### src/rtl/adder_pkg.sv
// Shared constants for the chunked add/subtract datapath.
package adder_pkg;

    // Operation select carried with every beat.
    localparam logic MODE_ADD = 1'b0;
    localparam logic MODE_SUB = 1'b1;

endpackage

### src/rtl/adder_chunk.sv
// CHUNK-bit combinational ripple slice.
// It also exposes the carry into its top bit so that the last slice can
// report signed overflow.
module adder_chunk #(
    parameter int unsigned CHUNK = 4
) (
    input  logic [CHUNK-1:0] a,
    input  logic [CHUNK-1:0] b,
    input  logic             ci,
    output logic [CHUNK-1:0] s,
    output logic             co,
    output logic             c_msb_in
);

    logic [CHUNK:0] carry;

    // Bit-serial ripple through the slice.
    always_comb begin
        s        = '0;
        carry    = '0;
        carry[0] = ci;
        for (int unsigned i = 0; i < CHUNK; i++) begin
            s[i]       = a[i] ^ b[i] ^ carry[i];
            carry[i+1] = (a[i] & b[i]) | (carry[i] & (a[i] ^ b[i]));
        end
        co       = carry[CHUNK];
        c_msb_in = carry[CHUNK-1];
    end

endmodule

### src/rtl/pipelined_chunk_adder.sv
// Pipelined add/subtract unit with a valid/ready handshake on both sides.
// Stage k resolves operand slice k and registers the carry out of that slice.
// The last stage register doubles as the output register.
module pipelined_chunk_adder
    import adder_pkg::*;
#(
    parameter int unsigned WIDTH = 16,
    parameter int unsigned CHUNK = 4
) (
    input  logic             clk,
    input  logic             rst,
    input  logic             in_valid,
    output logic             in_ready,
    input  logic [WIDTH-1:0] a,
    input  logic [WIDTH-1:0] b,
    input  logic             cin,
    input  logic             sub,
    output logic             out_valid,
    input  logic             out_ready,
    output logic [WIDTH-1:0] sum,
    output logic             cout,
    output logic             ovf
);

    localparam int unsigned STAGES = WIDTH / CHUNK;

    // A beat in flight. b is already inverted for SUB and c already mode-adjusted,
    // so every stage performs a plain add. s collects the resolved slices.
    typedef struct packed {
        logic             sub;
        logic [WIDTH-1:0] a;
        logic [WIDTH-1:0] b;
        logic [WIDTH-1:0] s;
        logic             c;
        logic             cmsb;
    } beat_t;

    beat_t             in_beat;
    beat_t             stage_q [STAGES];
    logic [STAGES-1:0] valid_q, valid_d;
    logic [STAGES-1:0] adv;
    logic [STAGES-1:0] load;

    // Convert the incoming operands into an add-only beat.
    always_comb begin
        in_beat     = '0;
        in_beat.sub = (sub == MODE_SUB);
        in_beat.a   = a;
        in_beat.b   = (sub == MODE_SUB) ? ~b : b;
        in_beat.c   = cin ^ (sub == MODE_SUB);
    end

    // Advance chain from the output back to stage 0, so that bubbles collapse.
    // Next-state valid bits are computed in the same block.
    always_comb begin
        adv              = '0;
        load             = '0;
        valid_d          = valid_q;
        adv[STAGES-1]    = !valid_q[STAGES-1] || out_ready;
        for (int unsigned i = 1; i < STAGES; i++) begin
            adv[STAGES-1-i] = !valid_q[STAGES-1-i] || adv[STAGES-i];
        end
        for (int unsigned k = 0; k < STAGES; k++) begin
            if (k == 0) begin
                load[k] = adv[k] && in_valid;
            end else begin
                load[k] = adv[k] && valid_q[k-1];
            end
            if (adv[k]) begin
                valid_d[k] = load[k];
            end
        end
    end

    // Valid bits for every stage; the last one is out_valid.
    always_ff @(posedge clk) begin
        if (rst) begin
            valid_q <= '0;
        end else begin
            valid_q <= valid_d;
        end
    end

    for (genvar k = 0; k < STAGES; k++) begin : g_stage
        localparam bit LAST = (k == STAGES - 1);

        beat_t            src;
        beat_t            beat_d;
        beat_t            beat_q;
        logic [CHUNK-1:0] slice_s;
        logic             slice_co;
        logic             slice_cmsb;

        if (k == 0) begin : g_first
            assign src = in_beat;
        end else begin : g_rest
            assign src = stage_q[k-1];
        end

        adder_chunk #(
            .CHUNK(CHUNK)
        ) u_chunk (
            .a       (src.a[k*CHUNK +: CHUNK]),
            .b       (src.b[k*CHUNK +: CHUNK]),
            .ci      (src.c),
            .s       (slice_s),
            .co      (slice_co),
            .c_msb_in(slice_cmsb)
        );

        // Merge this slice's result into the travelling beat.
        always_comb begin
            beat_d                      = src;
            beat_d.s[k*CHUNK +: CHUNK]  = slice_s;
            beat_d.c                    = slice_co;
            if (LAST) begin
                beat_d.cmsb = slice_cmsb;
            end
        end

        // Stage data register. Only the output stage is cleared, because it
        // drives the visible sum/cout/ovf ports.
        always_ff @(posedge clk) begin
            if (rst && LAST) begin
                beat_q <= '0;
            end else if (load[k]) begin
                beat_q <= beat_d;
            end
        end

        assign stage_q[k] = beat_q;
    end

    // In SUB mode the internal carry is inverted to form the borrow.
    // Input acceptance is held open during reset.
    assign in_ready  = adv[0] || rst;
    assign out_valid = valid_q[STAGES-1];
    assign sum       = stage_q[STAGES-1].s;
    assign cout      = stage_q[STAGES-1].c ^ stage_q[STAGES-1].sub;
    assign ovf       = stage_q[STAGES-1].c ^ stage_q[STAGES-1].cmsb;

endmodule

### config.mk
export PLATFORM = sky130hd
export DESIGN_NAME = pipelined_chunk_adder
export DESIGN_NICKNAME = d
export VERILOG_FILES = /design/src/rtl/adder_pkg.sv /design/src/rtl/adder_chunk.sv /design/src/rtl/pipelined_chunk_adder.sv
export SDC_FILE = /design/constraint.sdc
export NUM_CORES = 1
export LEC_CHECK = 0
export CAP_MARGIN = 0
export CORE_ASPECT_RATIO = 1.25
export CORE_MARGIN = 2
export CORE_UTILIZATION = 54
export DETAILED_ROUTE_END_ITERATION = 16
export PLACE_DENSITY = 0.78
export SYNTH_ARGS = -nofsm -noshare
export SYNTH_HDL_FRONTEND = slang
export SYNTH_SLANG_ARGS = --single-unit
### constraint.sdc
create_clock -name clk -period 3.7 [get_ports clk]
set_clock_uncertainty 0.15 [all_clocks]
set_input_delay 0.37 -clock clk [delete_from_list [all_inputs] [get_ports clk]]
set_output_delay 0.37 -clock clk [all_outputs]
set_load 0.01 [all_outputs]
==> results.py <==
metrics = {
    "placed_design": {
        "post-place-cells": 395,
        "gp_congestion": 0.787,
        "dp_hpwl_um": 3680,
        "numPortBuffers": 57,
    },
    "drt": {
        "drc": 0,
        "viasPerCell": 4.75,
        "via_count": 1953,
        "finalWirelength_um": 5230,
        "drt-wirelength-per-cell_um": 12.7,
        "first_iter_violations": 83,
        "ant_nets": 0,
        "dr.pass1.iters": 4,
    },
    "cts": {
        "clk_pin_slew_ns": 0.10,
        "post_cts_buffers": 0,
        "cts_tree": "built",
        "clkLatencyLatePin_ns": 0.35,
        "cts_max_level": 3,
        "clkSinkCount": 101,
        "cts_resized": 0,
        "cts_root_buf": "clkbuf_8",
        "clk_path_buf_depth": 2,
        "ctsHoldBuffers": 0,
        "cts_buffers": 9,
    },
    "grt": {
        "first_global_vias": 1888,
        "antenna_found_initial": 0,
        "grt_first_pass_wirelength_um": 8550,
        "grt_max_degree": 40,
        "grtUsageMet2_pct": 21.6,
        "gr-usage-met1_pct": 17.8,
        "grtUsageTotal_pct": 14.0,
        "grt_overflow": 0,
        "grtUsageMet3_pct": 5.08,
        "grt_busiest_layer": "met2",
    },
    "synthesis": {
        "synth_warnings": 0,
        "syn_area_per_cell_um2": 15.3,
        "synthArstFlopShare_pct": 0,
        "syn_nets": 322,
        "synth_edf_count": 78,
        "synth_area_mm2": 0.00411,
        "yosysUniqueCellTypes": 25,
        "yosysSeqAreaShare_pct": 68.2,
        "synth_ff_type": "edfxtp_1",
        "syn_inst": 268,
        "yosys_register_bits": 101,
    },
    "timing": {
        "min_period_ns": 2.73,
        "worst-slew-pin-transition_ns": 0.389,
        "rsz0062_at_grt": "no",
        "finalSetupViolCount": 0,
        "clock.fmax_mhz": 366,
        "slew_headroom_pct": 74.1,
        "finalCritPeriodShare_pct": 73.8,
        "drv_slew": 0,
        "final_hold_viol_count": 0,
        "fin_setup_tns_ns": 0,
    },
    "pwr": {
        "p_total_mw": 2.10,
        "peakVddDrop_v": 0.000269,
        "leakagePower_nw": 1.78,
        "power.density_mw_per_mm2": 436,
    },
    "critical_path": {
        "reg2reg_depth": 8,
        "reg2reg_slack_ns": 1.36,
        "arrival_ns": 2.21,
        "worstPathRequired_ns": 3.18,
        "crit_path_end_kind": "primary output",
        "crit_fanout": 39,
        "cp-start-kind": "flip-flop",
        "r2r_end": "g_stage[2].beat_q[13]",
        "crit_type": "flip-flop to primary output",
        "critical_path.reg2reg.startpoint": "g_stage[1].beat_q[26]",
    },
    "floorplanning": {
        "die_y_um": 102,
        "start_util_pct": 55.9,
        "pin_count": 58,
        "die_w_um": 82.0,
        "rows": 35,
        "coreArea_mm2": 0.00736,
        "die_area_mm2": 0.00833,
    },
    "hold_path": {
        "hp-class": "flip-flop to flip-flop",
        "hp-start": "g_stage[1].beat_q[8]",
        "min_to": "g_stage[2].beat_q[8]",
        "hold_depth": 0,
    },
    "final_layout": {
        "drive_gt1_share_pct": 13.2,
        "diodes": 0,
        "final_cells": 411,
        "nets": 368,
        "area_growth_pct": 17.4,
    },
    "status": {
        "status": "complete, no violations",
    },
    "run": {
        "maxCapViolCount": 0,
    },
}
cells in the mapped netlist, types with 5 or more instances:
| library cell | instances | share of area [%] |
|---|---|---|
| a21oi_1 | 11 | 1.3 |
| inv_1 | 34 | 3.1 |
| nor2_1 | 5 | 0.46 |
| a21bo_2 | 6 | 1.5 |
| buf_4 | 18 | 3.3 |
| fa_1 | 16 | 7.8 |
| xor2_1 | 16 | 3.4 |
| edfxtp_1 | 78 | 57 |
| nand3_1 | 16 | 1.9 |
| a21oi_2 | 10 | 2.1 |
| dfxtp_1 | 23 | 11 |
| buf_2 | 5 | 0.61 |
| a21bo_1 | 10 | 2.4 |
cells in the final DEF (no fill, tap or decap), types with 2 or more instances in the layout:
master,count
dfxtp_1,23
a21bo_1,10
xnor2_1,3
buf_4,6
a211oi_1,3
clkinvlp_4,2
clkbuf_8,9
inv_1,34
nor2_1,5
inv_6,2
xor2_1,16
a21bo_2,6
clkdlybuf4s50_1,57
a21oi_2,10
nand3_1,16
edfxtp_1,78
fa_1,16
nor2b_2,2
a21oi_1,11
and2_1,2
worst max path at each step:
stage                     startpoint              endpoint  cells past startpoint
final                     valid_q[2]              in_ready                      5
after global routing      valid_q[2]              in_ready                      5
after CTS                 valid_q[2]              in_ready                      5
after detailed placement         sub  g_stage[0].beat_q[5]                      9
after global placement           sub  g_stage[0].beat_q[5]                      9
after floorplan                  sub  g_stage[0].beat_q[5]                     10
power by group:
group	switching (mW)	internal, mW
Clock	0.379	0.254
Combinational	0.0762	0.0819
Sequential	0.0173	1.30
Total	0.473	1.63
cell type report:
type | instances | area (um^2)
clock buffers | 9 | 124
repair buffers | 63 | 616
multi-input cells | 105 | 983
fillers | 546 | 2530
clock inverters | 7 | 57.6
flip-flops and latches | 101 | 2800
well taps | 92 | 115
inverters | 34 | 128
metal layers:
layer  share of wire [%]  vias up
met5                   0        -
met4                 1.9        0
met2                  50       49
met3                 4.9        7
li1                    -      983
met1                  44      914
sequential cells by signal (all words and copies together) (netlist names):
signal	count
g_stage.beat_q	81
sum	16
valid_q	4
through the flow:
| step | utilization (%) | hold slack, ns | worst slack (ns) | area, um^2 |
|---|---|---|---|---|
| 6_report | 65.6 | 0.266 | 0.969 | 4830 |
| 5_1_grt | 65.6 | 0.273 | 0.846 | 4830 |
| 4_1_cts | 65.6 | 0.269 | 0.954 | 4830 |
| 3_5_place_dp | 63.1 | 0.255 | 0.698 | 4640 |
| 3_3_place_gp | 63.1 | 0.252 | 0.744 | 4640 |
| 2_1_floorplan | - | 0.250 | 0.967 | 4110 |
worst max-delay path, stage by stage, from the launching register on:
cell and delay (ns):
dfxtp_1 0.32, buf_4 0.35, and4b_1 0.35, nand2_1 0.10, or2_2 0.27, clkdlybuf4s50_1 0.47
cells by family after synthesis:
| logic type | after synthesis | synth area share [%] |
|---|---|---|
| AOI/OAI and AO/OA | 40 | 7.91 |
| buffers and inverters | 62 | 8.01 |
| adders and majority gates | 16 | 7.79 |
| and+or+nand+nor | 30 | 4.05 |
| DFF | 101 | 68.2 |
| xor gates and xnor gates | 19 | 4.05 |
Note: power is estimated with default switching activity, not from simulation.
